`src/rtl/ram_sync_clr_if.sv`:
```
// Bus bundle for ram_sync_clr: address/data/strobes in, registered read data and status out.
// master = bus driver (CPU side), slave = the RAM.
interface ram_sync_clr_if #(
  parameter int DATA_WIDTH = 8,
  parameter int ADDR_WIDTH = 4
);
  logic [ADDR_WIDTH-1:0] address;
  logic [DATA_WIDTH-1:0] data_in;
  logic                  we;
  logic                  re;
  logic                  clear_req;
  logic                  par_inject;
  logic [DATA_WIDTH-1:0] data_out;
  logic                  rd_valid;
  logic                  busy;
  logic                  parity_err;

  modport master (
    output address, data_in, we, re, clear_req, par_inject,
    input  data_out, rd_valid, busy, parity_err
  );

  modport slave (
    input  address, data_in, we, re, clear_req, par_inject,
    output data_out, rd_valid, busy, parity_err
  );
endinterface

```
`src/rtl/ram_sync_clr.sv`:
```
// Single-port synchronous RAM with registered read, rd_valid strobe and a zero-fill sweep after reset / on request.
// Optional per-word even parity is enabled by defining RAM_PARITY_EN.
//
// state | meaning
// CLEAR | zero-fill sweep, one word per edge; bus requests dropped, busy=1
// IDLE  | normal read/write service; clear_req starts a new sweep
module ram_sync_clr #(
  parameter int DATA_WIDTH = 8,
  parameter int ADDR_WIDTH = 4
) (
  input  logic           clk,
  input  logic           reset_n,
  ram_sync_clr_if.slave  bus
);

  localparam int DEPTH = 2 ** ADDR_WIDTH;
  localparam logic [ADDR_WIDTH-1:0] LAST_ADDR = '1;

  typedef enum logic {
    IDLE  = 1'b0,
    CLEAR = 1'b1
  } state_t;

  state_t                state_q, state_d;
  logic [ADDR_WIDTH-1:0] clr_addr_q, clr_addr_d;

  logic                  wr_en;
  logic                  mem_we;
  logic [ADDR_WIDTH-1:0] wr_addr;
  logic [DATA_WIDTH-1:0] wr_data;
  logic                  rd_en;

  logic [DATA_WIDTH-1:0] mem [DEPTH];
  logic [DATA_WIDTH-1:0] data_out_q;
  logic                  rd_valid_q;

  always_ff @(posedge clk or negedge reset_n) begin
    if (!reset_n) begin
      state_q    <= CLEAR;
      clr_addr_q <= '0;
    end else begin
      state_q    <= state_d;
      clr_addr_q <= clr_addr_d;
    end
  end

  // clear_req wins over we/re on the same edge
  always_comb begin
    state_d    = state_q;
    clr_addr_d = clr_addr_q;
    wr_en      = 1'b0;
    wr_addr    = bus.address;
    wr_data    = bus.data_in;
    rd_en      = 1'b0;
    unique case (state_q)
      CLEAR: begin
        wr_en      = 1'b1;
        wr_addr    = clr_addr_q;
        wr_data    = '0;
        clr_addr_d = clr_addr_q + 1'b1;
        if (clr_addr_q == LAST_ADDR) begin
          state_d = IDLE;
        end
      end
      IDLE: begin
        if (bus.clear_req) begin
          state_d    = CLEAR;
          clr_addr_d = '0;
        end else begin
          wr_en = bus.we;
          rd_en = bus.re;
        end
      end
      default: state_d = CLEAR;
    endcase
  end

  // keeps the array untouched while reset is held even though the FSM sits in CLEAR
  assign mem_we = wr_en & reset_n;

  always_ff @(posedge clk) begin
    if (mem_we) begin
      mem[wr_addr] <= wr_data;
    end
  end

  // read-first: the array update above lands after this sample
  always_ff @(posedge clk or negedge reset_n) begin
    if (!reset_n) begin
      data_out_q <= '0;
      rd_valid_q <= 1'b0;
    end else begin
      rd_valid_q <= rd_en;
      if (rd_en) begin
        data_out_q <= mem[bus.address];
      end
    end
  end

  assign bus.data_out = data_out_q;
  assign bus.rd_valid = rd_valid_q;
  assign bus.busy     = (state_q == CLEAR);

`ifdef RAM_PARITY_EN
  logic par_mem [DEPTH];
  logic wr_par;
  logic par_err_q;

  assign wr_par = (state_q == CLEAR) ? 1'b0 : ((^bus.data_in) ^ bus.par_inject);

  always_ff @(posedge clk) begin
    if (mem_we) begin
      par_mem[wr_addr] <= wr_par;
    end
  end

  // cleared on every non-read edge so the flag never outlives rd_valid
  always_ff @(posedge clk or negedge reset_n) begin
    if (!reset_n) begin
      par_err_q <= 1'b0;
    end else begin
      par_err_q <= rd_en & ((^mem[bus.address]) != par_mem[bus.address]);
    end
  end

  assign bus.parity_err = par_err_q;
`else
  logic unused_par_inject;

  assign unused_par_inject = bus.par_inject;
  assign bus.parity_err    = 1'b0;
`endif

endmodule
```
`src/flat_wrapper.sv`:
```
// flat-port wrapper written by rule: the top's interface ports become plain ports
module ram_sync_clr_flat 
#(
  parameter int DATA_WIDTH = 8,
  parameter int ADDR_WIDTH = 4
)
  (clk, reset_n, bus_address, bus_data_in, bus_we, bus_re, bus_clear_req, bus_par_inject, bus_data_out, bus_rd_valid, bus_busy, bus_parity_err);
  ram_sync_clr_if #(.DATA_WIDTH(DATA_WIDTH), .ADDR_WIDTH(ADDR_WIDTH)) bus_i ();
  input  logic clk;
  input  logic reset_n;
  input wire logic [$bits(bus_i.address)-1:0] bus_address;
  input wire logic [$bits(bus_i.data_in)-1:0] bus_data_in;
  input wire logic [$bits(bus_i.we)-1:0] bus_we;
  input wire logic [$bits(bus_i.re)-1:0] bus_re;
  input wire logic [$bits(bus_i.clear_req)-1:0] bus_clear_req;
  input wire logic [$bits(bus_i.par_inject)-1:0] bus_par_inject;
  output wire logic [$bits(bus_i.data_out)-1:0] bus_data_out;
  output wire logic [$bits(bus_i.rd_valid)-1:0] bus_rd_valid;
  output wire logic [$bits(bus_i.busy)-1:0] bus_busy;
  output wire logic [$bits(bus_i.parity_err)-1:0] bus_parity_err;
  assign bus_i.address = bus_address;
  assign bus_i.data_in = bus_data_in;
  assign bus_i.we = bus_we;
  assign bus_i.re = bus_re;
  assign bus_i.clear_req = bus_clear_req;
  assign bus_i.par_inject = bus_par_inject;
  assign bus_data_out = bus_i.data_out;
  assign bus_rd_valid = bus_i.rd_valid;
  assign bus_busy = bus_i.busy;
  assign bus_parity_err = bus_i.parity_err;
  ram_sync_clr #(.DATA_WIDTH(DATA_WIDTH), .ADDR_WIDTH(ADDR_WIDTH)) u_core (.clk(clk), .reset_n(reset_n), .bus(bus_i));
endmodule
```
`config.mk`:
```
export PLATFORM = sky130hd
export DESIGN_NAME = ram_sync_clr_flat
export DESIGN_NICKNAME = d
export VERILOG_FILES = /design/src/rtl/ram_sync_clr_if.sv /design/src/rtl/ram_sync_clr.sv /design/src/flat_wrapper.sv
export SDC_FILE = /design/constraint.sdc
export NUM_CORES = 1
export LEC_CHECK = 0
export ABC_AREA = 1
export BUFFER_PORTS_ARGS = -buffer_cell sky130_fd_sc_hd__buf_2
export CORE_ASPECT_RATIO = 0.8
export CORE_UTILIZATION = 28
export CTS_CLUSTER_SIZE = 25
export DETAILED_ROUTE_END_ITERATION = 7
export PLACE_DENSITY = 0.54
export RECOVER_POWER = 100
export SYNTH_ARGS = -nofsm -noshare
export SYNTH_HDL_FRONTEND = slang
export SYNTH_SLANG_ARGS = --single-unit
```
`constraint.sdc`:
```
create_clock -name clk -period 2 [get_ports clk]
set_clock_uncertainty 0.2 [all_clocks]
set_input_delay 0 -clock clk [delete_from_list [all_inputs] [get_ports clk]]
set_output_delay 0 -clock clk [all_outputs]
set_load 0.03 [all_outputs]
```
* Word level (Yosys, flattened, before mapping)
Memories as Yosys holds them, arrays and structs flattened. A register that Yosys moved wholly into a read port is not among the register bits.
Index checks and enable logic that the tools add are counted.
** Word-level totals
- Register bits :: 6
- Memory bits (writable) :: 128
- Input bits :: 18
- Logic and storage cells :: 23
- Memories kept :: 1
** Memory list
- u_core.mem :: depth 16, bits a word 8, read ports 1, clocked after memory_dff 1, write ports 1, RTL line ram_sync_clr.sv:33 : logic [DATA_WIDTH-1:0] mem [DEPTH];
** Cells by class
- Add/subtract/negate cells :: 1
- Equal/unequal tests :: 2
- Mux-type cells :: 13
- Bitwise gates (word level) :: 2
- Reduce and logical (&&, ||, !) cells :: 1
** Operators by type and width (number)
- two-way mux 4 bit :: 2
- two-way mux 8 bit :: 1
- one-hot mux 4 bit (2 select lines) :: 1
- two-way mux 1 bit :: 7
- adder 4 x 1 -> 4 bit (second input constant) :: 1
- == test 4 bit (second input constant) :: 1
- one-hot mux 1 bit (2 select lines) :: 2
- inequality test 2 bit (second input constant) :: 1
- bitwise AND 1 bit :: 1
- logical NOT 1 bit :: 1
- NOT 1 bit :: 1

* Depth between registers and ports, before layout
- Depth in word-level cells :: 5
- Gate-level depth with buffers :: 11

* Least setup slack after synthesis
Ideal clock, no wire load.
- Path kind :: flip-flop to flip-flop
- Start :: reg u_core.state_q (netlist: u_core.bus.busy)
- End :: mem u_core.mem[12][0], enable pin
- Arrival :: 1.600 ns
- Slack :: -0.170 ns
- Cell stages (with the launch flop) :: 6
- Buffers on the path :: 1
- Path through :: dfstp_2 > buf_6 > inv_2 > a21boi_1 > nand3_1 > nor2_1
** Between the ends
- Cells in the longest elaborated chain, start to end :: 5
- Elaborated cells on any way between the ends :: 6
- Classes of those cells :: mux (4); bitwise (2)
** RTL lines
- start: declaration :: RTL line ram_sync_clr.sv:24 : state_t state_q, state_d;
- start signal: assignment :: RTL line ram_sync_clr.sv:42 : state_q <= state_d;
- NOT 1 bit
- one-hot mux 1 bit (2 select lines) :: RTL line ram_sync_clr.sv:55 : unique case (state_q)
- bitwise AND 1 bit :: RTL line ram_sync_clr.sv:79 : assign mem_we = wr_en & reset_n;
- two-way mux 1 bit :: RTL line ram_sync_clr.sv:82 : if (mem_we) begin
- two-way mux 1 bit (implied by the code) :: RTL line ram_sync_clr.sv:83 : mem[wr_addr] <= wr_data;
- end: declaration :: RTL line ram_sync_clr.sv:33
Parallel ways exist; a longest one is shown, timed or not.

* Final worst setup path
- Start :: reg u_core.state_q (netlist: u_core.bus.busy)
- End :: mem u_core.mem[11][6], enable pin
Same word-level chain as after synthesis.

==> results.yml <==
yosys:
  synth_ff_type: "edfxtp_1"
  synth_top_area_cell: "edfxtp_1"
  syn_nets: 557
  synthTopCellsByArea: "edfxtp_1, nand2_1, nand3_1"
  syn-cell-area_um2: 5981
  postSynthAreaPerCell_um2: 11.12
  ys_types: 26
  yosysTopAreaCellShare: 0.6427
  ys_top_cells_by_count: "nand2_1, edfxtp_1, nand3_1"
  ys_async_sr_fraction: 0.09859
  ys_seq_area_frac: 0.7015
  syn_inst: 538
  synth-seq-cells: 142
  synth-edff-count: 128
  yosysMostFrequentCell: "nand2_1"
  yosys_warnings: 0
clocking:
  cts_buffer_depth: 2
  clock_latency_ns: 0.42
  htreeDepth: 4
  cts_tree: "built"
  clock_sinks: 142
  path_clk_slew_ns: 0.06
  cts_root_buffer: "clkbuf_16"
  cts_buffers: 17
drt:
  first_pass_iters: 5
  drc: 0
  wl_per_cell_um: 17.04
  drt-total-wl_um: 14960
  via_per_inst: 4.646
  initialDrtViolationCount: 466
  dr_total_vias: 4079
  ant_nets: 0
worst_hold_path:
  min_path_type: "input port to flop"
  worstHoldStart: "bus_address[1]"
  worstHoldPathCells: 5
  whs_endpoint: "u_core.mem[6][2]"
power_and_ir_drop:
  p_sw_mw: 3.012
  p_int_mw: 6.516
  p_per_area_nw_per_um2: 1295
  pwr-share-comb: 0.238
  power_frac_seq: 0.429
  swShare: 0.3161
  ir_drop_mv: 0.6622
  p_clk_frac: 0.334
  cellLeakagePower_nw: 2.840
critical_path:
  critPathCaptureType: "flop"
  worstPathArrival_ns: 1.92
  required_ns: 1.90
  cp_slowest_cell: "dfstp_2"
  ff2ff_setup_slack_ns: -0.02
  cp.buffers_inverters: 2
  crit_fanout: 8
  rr_startpoint: "u_core.bus.busy"
  cp_num_cells: 5
  max_stage_delay_ns: 0.65
  startpoint_type: "flop"
  cp_top_family: "flip-flops"
  cp_cell_sequence: "inv_4, a21boi_4, nand3b_1, buf_6, nor2_4"
  ff2ff_path_depth: 5
  r2r_end: "u_core.mem[11][6]"
  path_class: "flop to flop"
sta:
  setup_ws_ns: -0.02333
  finalSetupTns_ns: -0.2865
  worst_pin_slew_ns: 0.7974
  min_period_ns: 2.023
  drv_slew: 0
  relSlewSlack: 0.4684
  hold_viol: 0
  clock.fmax_mhz: 494.2
  setup_viol: 16
  finalCritPeriodShare: 1.012
  rsz0062_at_grt: "yes"
die:
  die_area_um2: 21950
  rows: 47
  start_util: 0.2873
  io_pins: 29
  dieWidth_um: 165.4
  core_area_um2: 20820
  die_h_um: 132.7
finish:
  drive_above_1_share: 0.1741
  final_nets: 615
  postLayoutCellArea_um2: 7360
  n_antenna_cell: 0
  syn_to_final_growth_pct: 23.05
place:
  dp_hpwl_um: 9980
  io_buffers: 26
  globalplace.congestion: 0.8249
  dpl_cell_area_um2: 6573
outcome:
  status: "complete, but fails checks"
  violations: "setup timing"
grt:
  grt_max_degree: 47
  grt_pass1_vias: 4111
  grt.overflow.total: 0
  grt_use_total: 0.1482
  antenna_found_initial: 0
  grt_pass1_wl_um: 23640
job:
  cap_violations: 0
## per-stage QoR
stage                     power [mW]  hold slack (ns)  utilization  std cells  worst slack (ns)
after floorplan                5.512          -0.4956            -        538          -0.07669
after CTS                      9.482           0.1046       0.3526        878         -0.009036
after detailed placement       6.276          -0.2060       0.3157        831          -0.02785
after global placement         6.233          -0.2023       0.3157        831           0.02294
after global routing           9.934           0.1213       0.3535        878          -0.09825
final                          9.528           0.1027       0.3535        878          -0.02333
## routing by layer
layer,share of wire,GRT usage,routed length (um)
met1,0.49,0.2197,7264
met3,0.059,0.03260,884
met2,0.44,0.2139,6608
met5,0,0,0
met4,0.014,0.04646,206
## how the worst max path moves through the flow
stage / from / end / slack (ns)
CTS: u_core.bus.busy / u_core.mem[2][4] / -0.009
floorplan: u_core.bus.busy / u_core.mem[4][0] / -0.08
global placement: u_core.bus.busy / u_core.mem[0][2] / 0.02
finish: u_core.bus.busy / u_core.mem[11][6] / -0.02
global route: u_core.bus.busy / u_core.mem[9][0] / -0.1
detailed placement: u_core.bus.busy / u_core.mem[8][6] / -0.03
## cell families after synthesis
kind of cell	after synthesis	synth area share
and+or+nand+nor	334	0.2318
DFF	142	0.7015
buffers and inverters	50	0.05230
AOI/OAI and AO/OA	9	0.009835
muxes	1	0.001883
adders and majority gates	1	0.002092
other	1	0.0006270
## what timing repair did
item / CTS / global route
setup endpoints to repair: 32 / 128
endpoints found under the hold margin: 156 / 0
gates resized for setup: 0 / 9
hold buffers: 13 / 0
pin swaps: 3 / 10
setup buffers: 2 / 0
## worst register-to-register path, delay by kind of cell, from the launching register on
family                 cells  cell delay (ns)
flip-flops                 1             0.65
AND/OR/NAND/NOR            2             0.39
buffers and inverters      2             0.23
AO/OA/AOI/OAI              1             0.22
## power by group through the flow
| stage | sequential [mW] | clock (mW) | combinational (mW) |
|---|---|---|---|
| after floorplan | 4.25 | 0 | 1.26 |
| after global placement | 4.12 | 0 | 2.11 |
| after detailed placement | 4.13 | 0 | 2.14 |
| after CTS | 4.08 | 3.20 | 2.20 |
| after global routing | 4.12 | 3.34 | 2.47 |
| final | 4.08 | 3.18 | 2.26 |
## final cells by class
class | instances | area, um^2
tap | 269 | 336.6
clock buffer | 18 | 429.2
fill | 2083 | 13460
clock inverter | 14 | 168.9
inverter | 22 | 85.08
sequential | 142 | 4195
timing repair buffer | 67 | 499.2
multi-input combinational | 346 | 1645
## registers in the layout, indices dropped and copies added, names as in the netlist
register / count
u_core.bus.rd_valid: 1
u_core.bus.data_out: 8
u_core.bus.busy: 1
u_core.clr_addr_q: 4
u_core.mem: 128
## layout by cell type, fill, tap and decap left out, types with 3 or more instances in the layout
cell / netlist / routed
nand2_1: 205 / 202
edfxtp_1: 128 / 128
buf_4: 2 / 22
nor2_4: 0 / 16
bufinv_16: 0 / 3
o21ai_2: 0 / 3
nor2_1: 28 / 12
clkbuf_1: 2 / 12
dfrtp_1: 13 / 13
nand3_1: 97 / 96
buf_12: 0 / 3
inv_2: 5 / 5
clkbuf_16: 0 / 17
inv_1: 16 / 15
clkinv_1: 1 / 3
buf_2: 10 / 16
dlygate4sd3_1: 0 / 13
clkinvlp_4: 0 / 3
clkinv_4: 0 / 4
(Power assumes the default switching activity.)
